[config.mk]
export PLATFORM = sky130hd
export DESIGN_NAME = processor_mc
export DESIGN_NICKNAME = d
export VERILOG_FILES = /design/src/rtl/processor_mc.sv
export SDC_FILE = /design/constraint.sdc
export NUM_CORES = 2
export LEC_CHECK = 0
export CORE_UTILIZATION = 35
export CTS_CLUSTER_DIAMETER = 150
export CTS_CLUSTER_SIZE = 20
export DETAILED_ROUTE_END_ITERATION = 16
export PLACE_DENSITY_LB_ADDON = 0.3
export SLEW_MARGIN = 15
export SYNTH_ARGS = -nofsm -noshare
export SYNTH_HDL_FRONTEND = slang
export SYNTH_SLANG_ARGS = --single-unit
[constraint.sdc]
create_clock -name clk -period 54 [get_ports clk]
set_input_delay 8.1 -clock clk [delete_from_list [all_inputs] [get_ports clk]]
set_output_delay 8.1 -clock clk [all_outputs]
set_load 0.02 [all_outputs]
[src/rtl/processor_mc.sv]
// Multi-cycle RV32 subset core (add/sub/and/or/slt/addi/lw/sw/beq/blt/jal/jalr/lui) with handshaked memory ports.
// Defining PROCESSOR_MC_DIV_EN adds divu/remu through a 32-cycle restoring divider; otherwise they trap.
module processor_mc #(
    parameter logic [31:0] RESET_PC = 32'h0000_0000,
    parameter int          NREGS    = 32
) (
    input  logic        clk,
    input  logic        reset,
    output logic [31:0] PC,
    output logic        instr_req,
    input  logic [31:0] instruction,
    input  logic        instr_valid,
    output logic        WE,
    output logic        RE,
    output logic [31:0] address_to_mem,
    output logic [31:0] data_to_mem,
    input  logic [31:0] data_from_mem,
    input  logic        data_ready,
    output logic        retire,
    output logic        trap,
    output logic [2:0]  dbg_state_o
);

    // Handshakes: a transfer happens on the rising edge where the request (instr_req, or RE/WE)
    // and the responder's valid/ready are both high; request, address and data are held until then.
    typedef enum logic [2:0] {S_FETCH, S_DECODE, S_EXEC, S_MEM, S_WB, S_DIV, S_TRAP} state_t;
    typedef enum logic [3:0] {
        OP_ADD, OP_SUB, OP_AND, OP_OR, OP_SLT, OP_ADDI, OP_LUI, OP_LW,
        OP_SW, OP_BEQ, OP_BLT, OP_JAL, OP_JALR, OP_DIVU, OP_REMU
    } op_t;

    localparam int          RW      = $clog2(NREGS);
    localparam logic [5:0]  NREGS_L = 6'(NREGS);

    state_t      state_q;
    op_t         op_q;
    logic [31:0] pc_q, ir_q, a_q, b_q, imm_q, res_q, addr_q, wdata_q;
    logic        we_q, re_q, retire_q, trap_q;
    logic [31:0] rf_q [NREGS];

    logic [6:0]  opcode, funct7;
    logic [2:0]  funct3;
    logic [4:0]  rd_idx, rs1_idx, rs2_idx;
    logic [31:0] imm_i, imm_s, imm_b, imm_j, imm_u;

    assign opcode  = ir_q[6:0];
    assign rd_idx  = ir_q[11:7];
    assign funct3  = ir_q[14:12];
    assign rs1_idx = ir_q[19:15];
    assign rs2_idx = ir_q[24:20];
    assign funct7  = ir_q[31:25];
    assign imm_i   = {{20{ir_q[31]}}, ir_q[31:20]};
    assign imm_s   = {{20{ir_q[31]}}, ir_q[31:25], ir_q[11:7]};
    assign imm_b   = {{19{ir_q[31]}}, ir_q[31], ir_q[7], ir_q[30:25], ir_q[11:8], 1'b0};
    assign imm_j   = {{11{ir_q[31]}}, ir_q[31], ir_q[19:12], ir_q[20], ir_q[30:21], 1'b0};
    assign imm_u   = {ir_q[31:12], 12'd0};

    op_t         dec_op;
    logic        dec_legal, use_rd, use_rs1, use_rs2;
    logic [31:0] dec_imm;

    always_comb begin
        dec_op    = OP_ADD;
        dec_legal = 1'b1;
        dec_imm   = imm_i;
        use_rd    = 1'b0;
        use_rs1   = 1'b0;
        use_rs2   = 1'b0;
        case (opcode)
            7'b0110011: begin
                use_rd  = 1'b1;
                use_rs1 = 1'b1;
                use_rs2 = 1'b1;
                case ({funct7, funct3})
                    10'b0000000_000: dec_op = OP_ADD;
                    10'b0100000_000: dec_op = OP_SUB;
                    10'b0000000_111: dec_op = OP_AND;
                    10'b0000000_110: dec_op = OP_OR;
                    10'b0000000_010: dec_op = OP_SLT;
`ifdef PROCESSOR_MC_DIV_EN
                    10'b0000001_101: dec_op = OP_DIVU;
                    10'b0000001_111: dec_op = OP_REMU;
`endif
                    default:         dec_legal = 1'b0;
                endcase
            end
            7'b0010011: begin
                dec_op = OP_ADDI; use_rd = 1'b1; use_rs1 = 1'b1;
                dec_legal = (funct3 == 3'b000);
            end
            7'b0110111: begin
                dec_op = OP_LUI; dec_imm = imm_u; use_rd = 1'b1;
            end
            7'b0000011: begin
                dec_op = OP_LW; use_rd = 1'b1; use_rs1 = 1'b1;
                dec_legal = (funct3 == 3'b010);
            end
            7'b0100011: begin
                dec_op = OP_SW; dec_imm = imm_s; use_rs1 = 1'b1; use_rs2 = 1'b1;
                dec_legal = (funct3 == 3'b010);
            end
            7'b1100011: begin
                dec_imm = imm_b; use_rs1 = 1'b1; use_rs2 = 1'b1;
                if (funct3 == 3'b000)      dec_op = OP_BEQ;
                else if (funct3 == 3'b100) dec_op = OP_BLT;
                else                       dec_legal = 1'b0;
            end
            7'b1101111: begin
                dec_op = OP_JAL; dec_imm = imm_j; use_rd = 1'b1;
            end
            7'b1100111: begin
                dec_op = OP_JALR; use_rd = 1'b1; use_rs1 = 1'b1;
                dec_legal = (funct3 == 3'b000);
            end
            default: dec_legal = 1'b0;
        endcase
        // RV32E builds have fewer registers; any out-of-range field is illegal.
        if ((use_rd && {1'b0, rd_idx} >= NREGS_L) || (use_rs1 && {1'b0, rs1_idx} >= NREGS_L) ||
            (use_rs2 && {1'b0, rs2_idx} >= NREGS_L))
            dec_legal = 1'b0;
    end

    logic [31:0] addr_calc, br_target, jump_target, pc_plus4, alu_res;
    logic        taken;

    assign addr_calc   = a_q + imm_q;
    assign br_target   = pc_q + imm_q;
    assign jump_target = (op_q == OP_JALR) ? {addr_calc[31:1], 1'b0} : br_target;
    assign pc_plus4    = pc_q + 32'd4;
    assign taken       = (op_q == OP_BEQ) ? (a_q == b_q) : ($signed(a_q) < $signed(b_q));

    always_comb begin
        alu_res = a_q + b_q;
        case (op_q)
            OP_SUB:  alu_res = a_q - b_q;
            OP_AND:  alu_res = a_q & b_q;
            OP_OR:   alu_res = a_q | b_q;
            OP_SLT:  alu_res = {31'd0, $signed(a_q) < $signed(b_q)};
            OP_ADDI: alu_res = addr_calc;
            OP_LUI:  alu_res = imm_q;
            default: ;
        endcase
    end

`ifdef PROCESSOR_MC_DIV_EN
    logic [31:0] div_rem_q, div_quo_q, div_rem_d, div_quo_d;
    logic [4:0]  div_cnt_q;
    logic [32:0] div_shift, div_diff;

    // Restoring step; a zero divisor naturally yields all-ones quotient and remainder = dividend.
    assign div_shift = {div_rem_q, div_quo_q[31]};
    assign div_diff  = div_shift - {1'b0, b_q};
    assign div_rem_d = div_diff[32] ? div_shift[31:0] : div_diff[31:0];
    assign div_quo_d = {div_quo_q[30:0], ~div_diff[32]};
`endif

    always_ff @(posedge clk or posedge reset) begin
        if (reset) begin
            state_q  <= S_FETCH;
            op_q     <= OP_ADD;
            pc_q     <= RESET_PC;
            ir_q     <= '0;
            a_q      <= '0;
            b_q      <= '0;
            imm_q    <= '0;
            res_q    <= '0;
            addr_q   <= '0;
            wdata_q  <= '0;
            we_q     <= 1'b0;
            re_q     <= 1'b0;
            retire_q <= 1'b0;
            trap_q   <= 1'b0;
            for (int i = 0; i < NREGS; i++) rf_q[i] <= '0;
`ifdef PROCESSOR_MC_DIV_EN
            div_rem_q <= '0;
            div_quo_q <= '0;
            div_cnt_q <= '0;
`endif
        end else begin
            retire_q <= 1'b0;
            case (state_q)
                S_FETCH: begin
                    if (instr_valid) begin
                        ir_q    <= instruction;
                        state_q <= S_DECODE;
                    end
                end
                S_DECODE: begin
                    a_q   <= rf_q[rs1_idx[RW-1:0]];
                    b_q   <= rf_q[rs2_idx[RW-1:0]];
                    imm_q <= dec_imm;
                    op_q  <= dec_op;
                    if (dec_legal) begin
                        state_q <= S_EXEC;
                    end else begin
                        state_q <= S_TRAP;
                        trap_q  <= 1'b1;
                    end
                end
                S_EXEC: begin
                    case (op_q)
                        OP_LW, OP_SW: begin
                            if (addr_calc[1:0] != 2'b00) begin
                                state_q <= S_TRAP;
                                trap_q  <= 1'b1;
                            end else begin
                                addr_q  <= addr_calc;
                                wdata_q <= b_q;
                                we_q    <= (op_q == OP_SW);
                                re_q    <= (op_q == OP_LW);
                                state_q <= S_MEM;
                            end
                        end
                        OP_BEQ, OP_BLT: begin
                            if (taken && br_target[1:0] != 2'b00) begin
                                state_q <= S_TRAP;
                                trap_q  <= 1'b1;
                            end else begin
                                pc_q     <= taken ? br_target : pc_plus4;
                                retire_q <= 1'b1;
                                state_q  <= S_FETCH;
                            end
                        end
                        OP_JAL, OP_JALR: begin
                            if (jump_target[1:0] != 2'b00) begin
                                state_q <= S_TRAP;
                                trap_q  <= 1'b1;
                            end else begin
                                if (rd_idx != 5'd0) rf_q[rd_idx[RW-1:0]] <= pc_plus4;
                                pc_q     <= jump_target;
                                retire_q <= 1'b1;
                                state_q  <= S_FETCH;
                            end
                        end
`ifdef PROCESSOR_MC_DIV_EN
                        OP_DIVU, OP_REMU: begin
                            div_rem_q <= '0;
                            div_quo_q <= a_q;
                            div_cnt_q <= '0;
                            state_q   <= S_DIV;
                        end
`endif
                        default: begin
                            res_q   <= alu_res;
                            state_q <= S_WB;
                        end
                    endcase
                end
                S_MEM: begin
                    if (data_ready) begin
                        we_q <= 1'b0;
                        re_q <= 1'b0;
                        if (re_q) begin
                            res_q   <= data_from_mem;
                            state_q <= S_WB;
                        end else begin
                            pc_q     <= pc_plus4;
                            retire_q <= 1'b1;
                            state_q  <= S_FETCH;
                        end
                    end
                end
                S_WB: begin
                    if (rd_idx != 5'd0) rf_q[rd_idx[RW-1:0]] <= res_q;
                    pc_q     <= pc_plus4;
                    retire_q <= 1'b1;
                    state_q  <= S_FETCH;
                end
`ifdef PROCESSOR_MC_DIV_EN
                S_DIV: begin
                    div_rem_q <= div_rem_d;
                    div_quo_q <= div_quo_d;
                    div_cnt_q <= div_cnt_q + 5'd1;
                    if (div_cnt_q == 5'd31) begin
                        res_q   <= (op_q == OP_REMU) ? div_rem_d : div_quo_d;
                        state_q <= S_WB;
                    end
                end
`endif
                S_TRAP: begin
                    trap_q <= 1'b1;
                    we_q   <= 1'b0;
                    re_q   <= 1'b0;
                end
                default: begin
                    state_q <= S_TRAP;
                    trap_q  <= 1'b1;
                end
            endcase
        end
    end

    assign PC             = pc_q;
    assign instr_req      = (state_q == S_FETCH);
    assign WE             = we_q;
    assign RE             = re_q;
    assign address_to_mem = addr_q;
    assign data_to_mem    = wdata_q;
    assign retire         = retire_q;
    assign trap           = trap_q;
    assign dbg_state_o    = state_q;

endmodule
==> results.md <==
* Overall die area at 208000 sq um
* Per-cell routed wire length at between 20 and 30 microns
* Area added between synthesis and finish at 9.03%
* Post-Syn Area at 72000 sq um
* Fraction of layout instances using a drive strength above 1 at 0.159
* # setup viols final at 0
* Yosys reg bits at around 1300
* Count of buffers added by post-CTS timing repair for setup at 0
* Worst stage delay on the critical path at 0.86 ns
* Type of the tightest min-delay check: flip-flop to flip-flop
* Met3 routed WL at 17.1 mm
* Clock tree from TritonCTS: done
* Reg-to-reg critical path startpoint: a_q[10]$_DFFE_PP0P_
* Sequential fraction of the synthesis area at 0.449
* CP max-delay cell: buf_4
* Count of unique library cells instantiated by Yosys at 97
* Reg-to-reg critical path endpoint: PC[30]$_DFFE_PP0P_
* Total leakage power at 31.8 nW
* Crit path max fanout at 123
* Family with the most delay on the worst path: buffers and inverters
* Origin of the worst min-delay path: rf_q[1014]$_DFFE_PP0P_
* Count of cells along the worst register-to-register path at 12
* Clock latency of the later-clocked register in the worst-skew pair at between 0.7 and 0.8 ns
* Number of buffer and inverter stages on the critical path at 7
* Effective utilization at floorplan at 0.352
* Number of global-route vias before repair at approximately 54000
* WP data required at 54.60 ns
* WHS Path Cells at 0
* Number of DRC violations after detailed routing at 0
* Number of violations reported at the end of detailed-routing iteration 0 at ~6100
* Leading cell type in the layout, fill and taps excluded: dfrtp_1
* RePlAce Congestion at around 1
* Resized Gates After CTS at 0
* Metal2 WL at 123 mm
* Total I/O pin count at between 150 and 200
* Kind of critical path: input port to async pin
* Most common cell type on the critical path: buf_4
* Met1 routed wirelength after detailed routing at about 110 mm
* Ys flop type: dfrtp_1
* Deepest level of the CTS H-tree at 3
* Detailed Place HPWL at 175 mm
* NumNets Final at approximately 6800
* Final worst-path cycle share at 0.234
* Max VDD drop at roughly 21 uV
* Global routing usage summed across all routing layers at 0.254
* Number of placement rows at 166
* Global-route wire length before repair at 389 mm
* Post-Syn Instances at 6754
* Pins over their slew limit at 0
* Pin count of the biggest net entering global routing at around 180
* Setup repair after global routing missed its margin: no
* Final Power at 0.00160 W
* Reg-to-reg slack, setup at 48.68 ns
* Reg clk slew, reported paths at 0.09 ns
* Root buffer cell: clkbuf_16
* Post-synthesis area per instance at 10.7 sq um
* Tightest Pin Transition at 1.37 ns
* Tmin final at 12.64 ns
* Capturing element type of the critical path: async pin
* DIE HEIGHT at approximately 460 microns
* Total CTS buffers at 76
* Number of maximum-capacitance violations at 0
* Number of I/O port buffers at 171
* Startpoint kind of the worst setup timing path: input port
* Width of the die at between 400 and 500 microns
* Worst min-delay path endpoint: rf_q[1014]$_DFFE_PP0P_
* FFs w/ async S/R, synth at 1.00
* Top sig layer: met5
* Achievable frequency at 79.1 MHz
* Final hold violations at 0
* Post-Route WL at around 270 mm
* Post-DR vias/cell at 5.96
* Core region area at 205000 sq um
* Worst Clk Skew at between 0.05 and 0.06 ns
* Hold buffers post-CTS at 0
* Power per cell area at 20.4 nW/um^2
* Post-synth EDFFs at 0
* ANT nets after route at 0
* Syn nets at 6985
* Sum Neg Setup Slack at 0 ns
* Global-route congestion overflow total at 0
* Run status: finished clean
* Number of warnings printed during yosys synthesis at 0
* Maximum count of clock buffers along a single path at 3
* Count of clock tree sinks at roughly 1300
* Antenna violations before repair at 5
* Worst max-slew margin expressed relative to the limit at 0.0808
* Sequence of cells on the critical path: clkdlybuf4s50_1, inv_8, buf_4, buf_4, buf_4, buf_4, buf_4
* Arrival time at the worst endpoint at 13.24 ns
* Count of TritonRoute iterations in the first routing pass at 6
* Via count at 55059
* Highest-count cells in the layout ignoring fill and taps: 1281 x dfrtp_1, 1240 x nand2_1, 1119 x o21ai_0
## registers in the layout, summed over array words and instances (netlist names)
signal,flops
ir_q,32
op_q,4
dbg_state_o,3
PC,32
trap,1
rf_q,1024
retire,1
a_q,32
res_q,32
imm_q,32
b_q,32
RE,1
data_to_mem,32
address_to_mem,32
WE,1
## worst max-delay path by stage
stage | start | to | cells past startpoint
after floorplan | reset | PC[0]$_DFFE_PP0P_ | 1
after global placement | reset | ir_q[16]$_DFFE_PP0P_ | 7
after detailed placement | reset | ir_q[20]$_DFFE_PP0P_ | 7
after CTS | reset | ir_q[20]$_DFFE_PP0P_ | 7
after global routing | reset | ir_q[21]$_DFFE_PP0P_ | 7
final | reset | ir_q[16]$_DFFE_PP0P_ | 7
## report_power, final
part / switching [W] / leakage, nW / internal [W] / total (W)
Sequential: 0 / 17.9 / 0.000966 / 0.000966
Combinational: 0.0000205 / 12.9 / 0.00000520 / 0.0000257
Clock: 0.000347 / 1.02 / 0.000264 / 0.000610
## cells in the mapped netlist, drive strengths merged (9+ instances only)
library cell  number  area, sq um
a2111oi           12          105
a211oi            24          180
a21o              49          368
a21oi            278         1400
a221o             14          140
a221oi            31          289
a22oi             22          165
a31oi             31          200
and2              18          113
and3              21          131
and4              11         96.3
buf               93          402
clkbuf           522         1960
dfrtp           1291        32300
ha               159         1990
inv              125          469
mux2              42          473
mux2i             79          791
mux4             640        14400
nand2           1274         4780
nand2b            16          108
nand3             55          280
nand4             20          138
nor2             254          956
nor2b             23          144
nor3              60          310
nor3b             10         85.1
nor4              24          186
o2111ai           11         96.3
o211ai            29          228
o21a               9         67.6
o21ai           1193         5970
o21bai            25          188
o221ai            15          131
o22ai             29          181
o31ai             13         97.6
or3               19          119
xnor2             53          464
xor2              43          377
## per-layer routing
metal | up-vias | global-route usage
met5 | - | 0
met4 | 6 | 0.136
met3 | 513 | 0.0343
met2 | 2262 | 0.405
met1 | 28230 | 0.336
li1 | 24048 | -
## logic make-up after synthesis
kind of cell,share of synthesized area
buffers and inverters,0.0394
XOR/XNOR,0.0117
AND/OR/NAND/NOR,0.107
flip-flops,0.449
multiplexers,0.218
AO/OA/AOI/OAI,0.147
adder cells (fa/ha/maj),0.0287
## worst register-to-register path: stages (launching register included)
cell and delay, ns:
dfrtp_1 0.61, inv_1 0.09, ha_1 0.49, nor4_1 0.90, nand4_1 0.18, nor3_1 0.77, o22ai_1 0.39, a31oi_4 0.26
buf_4 0.48, clkinv_2 0.44, nand2_2 0.35, or4b_1 0.17, nand3_1 0.08
## final cells by class
class,count,area [sq um]
multi-input cells,4722,37400
clock inverters,7,110
clock buffers,84,1970
fillers,19758,126000
diodes,2,5.00
repair buffers,314,2840
flip-flops and latches,1291,32300
well taps,2688,3360
inverters,126,482
## metrics by stage
step / instance area (sq um) / setup WS, ns / util / std cells / hold slack (ns)
floorplan: 72000 / 9.51 / - / 6754 / 0.441
global placement: 76400 / 40.47 / 0.373 / 9141 / 0.376
detailed placement: 76400 / 40.36 / 0.373 / 9141 / 0.383
CTS: 78500 / 41.16 / 0.384 / 9232 / 0.403
global route: 78500 / 40.59 / 0.384 / 9232 / 0.412
finish: 78500 / 41.36 / 0.384 / 9234 / 0.400
(Power assumes the default switching activity.)
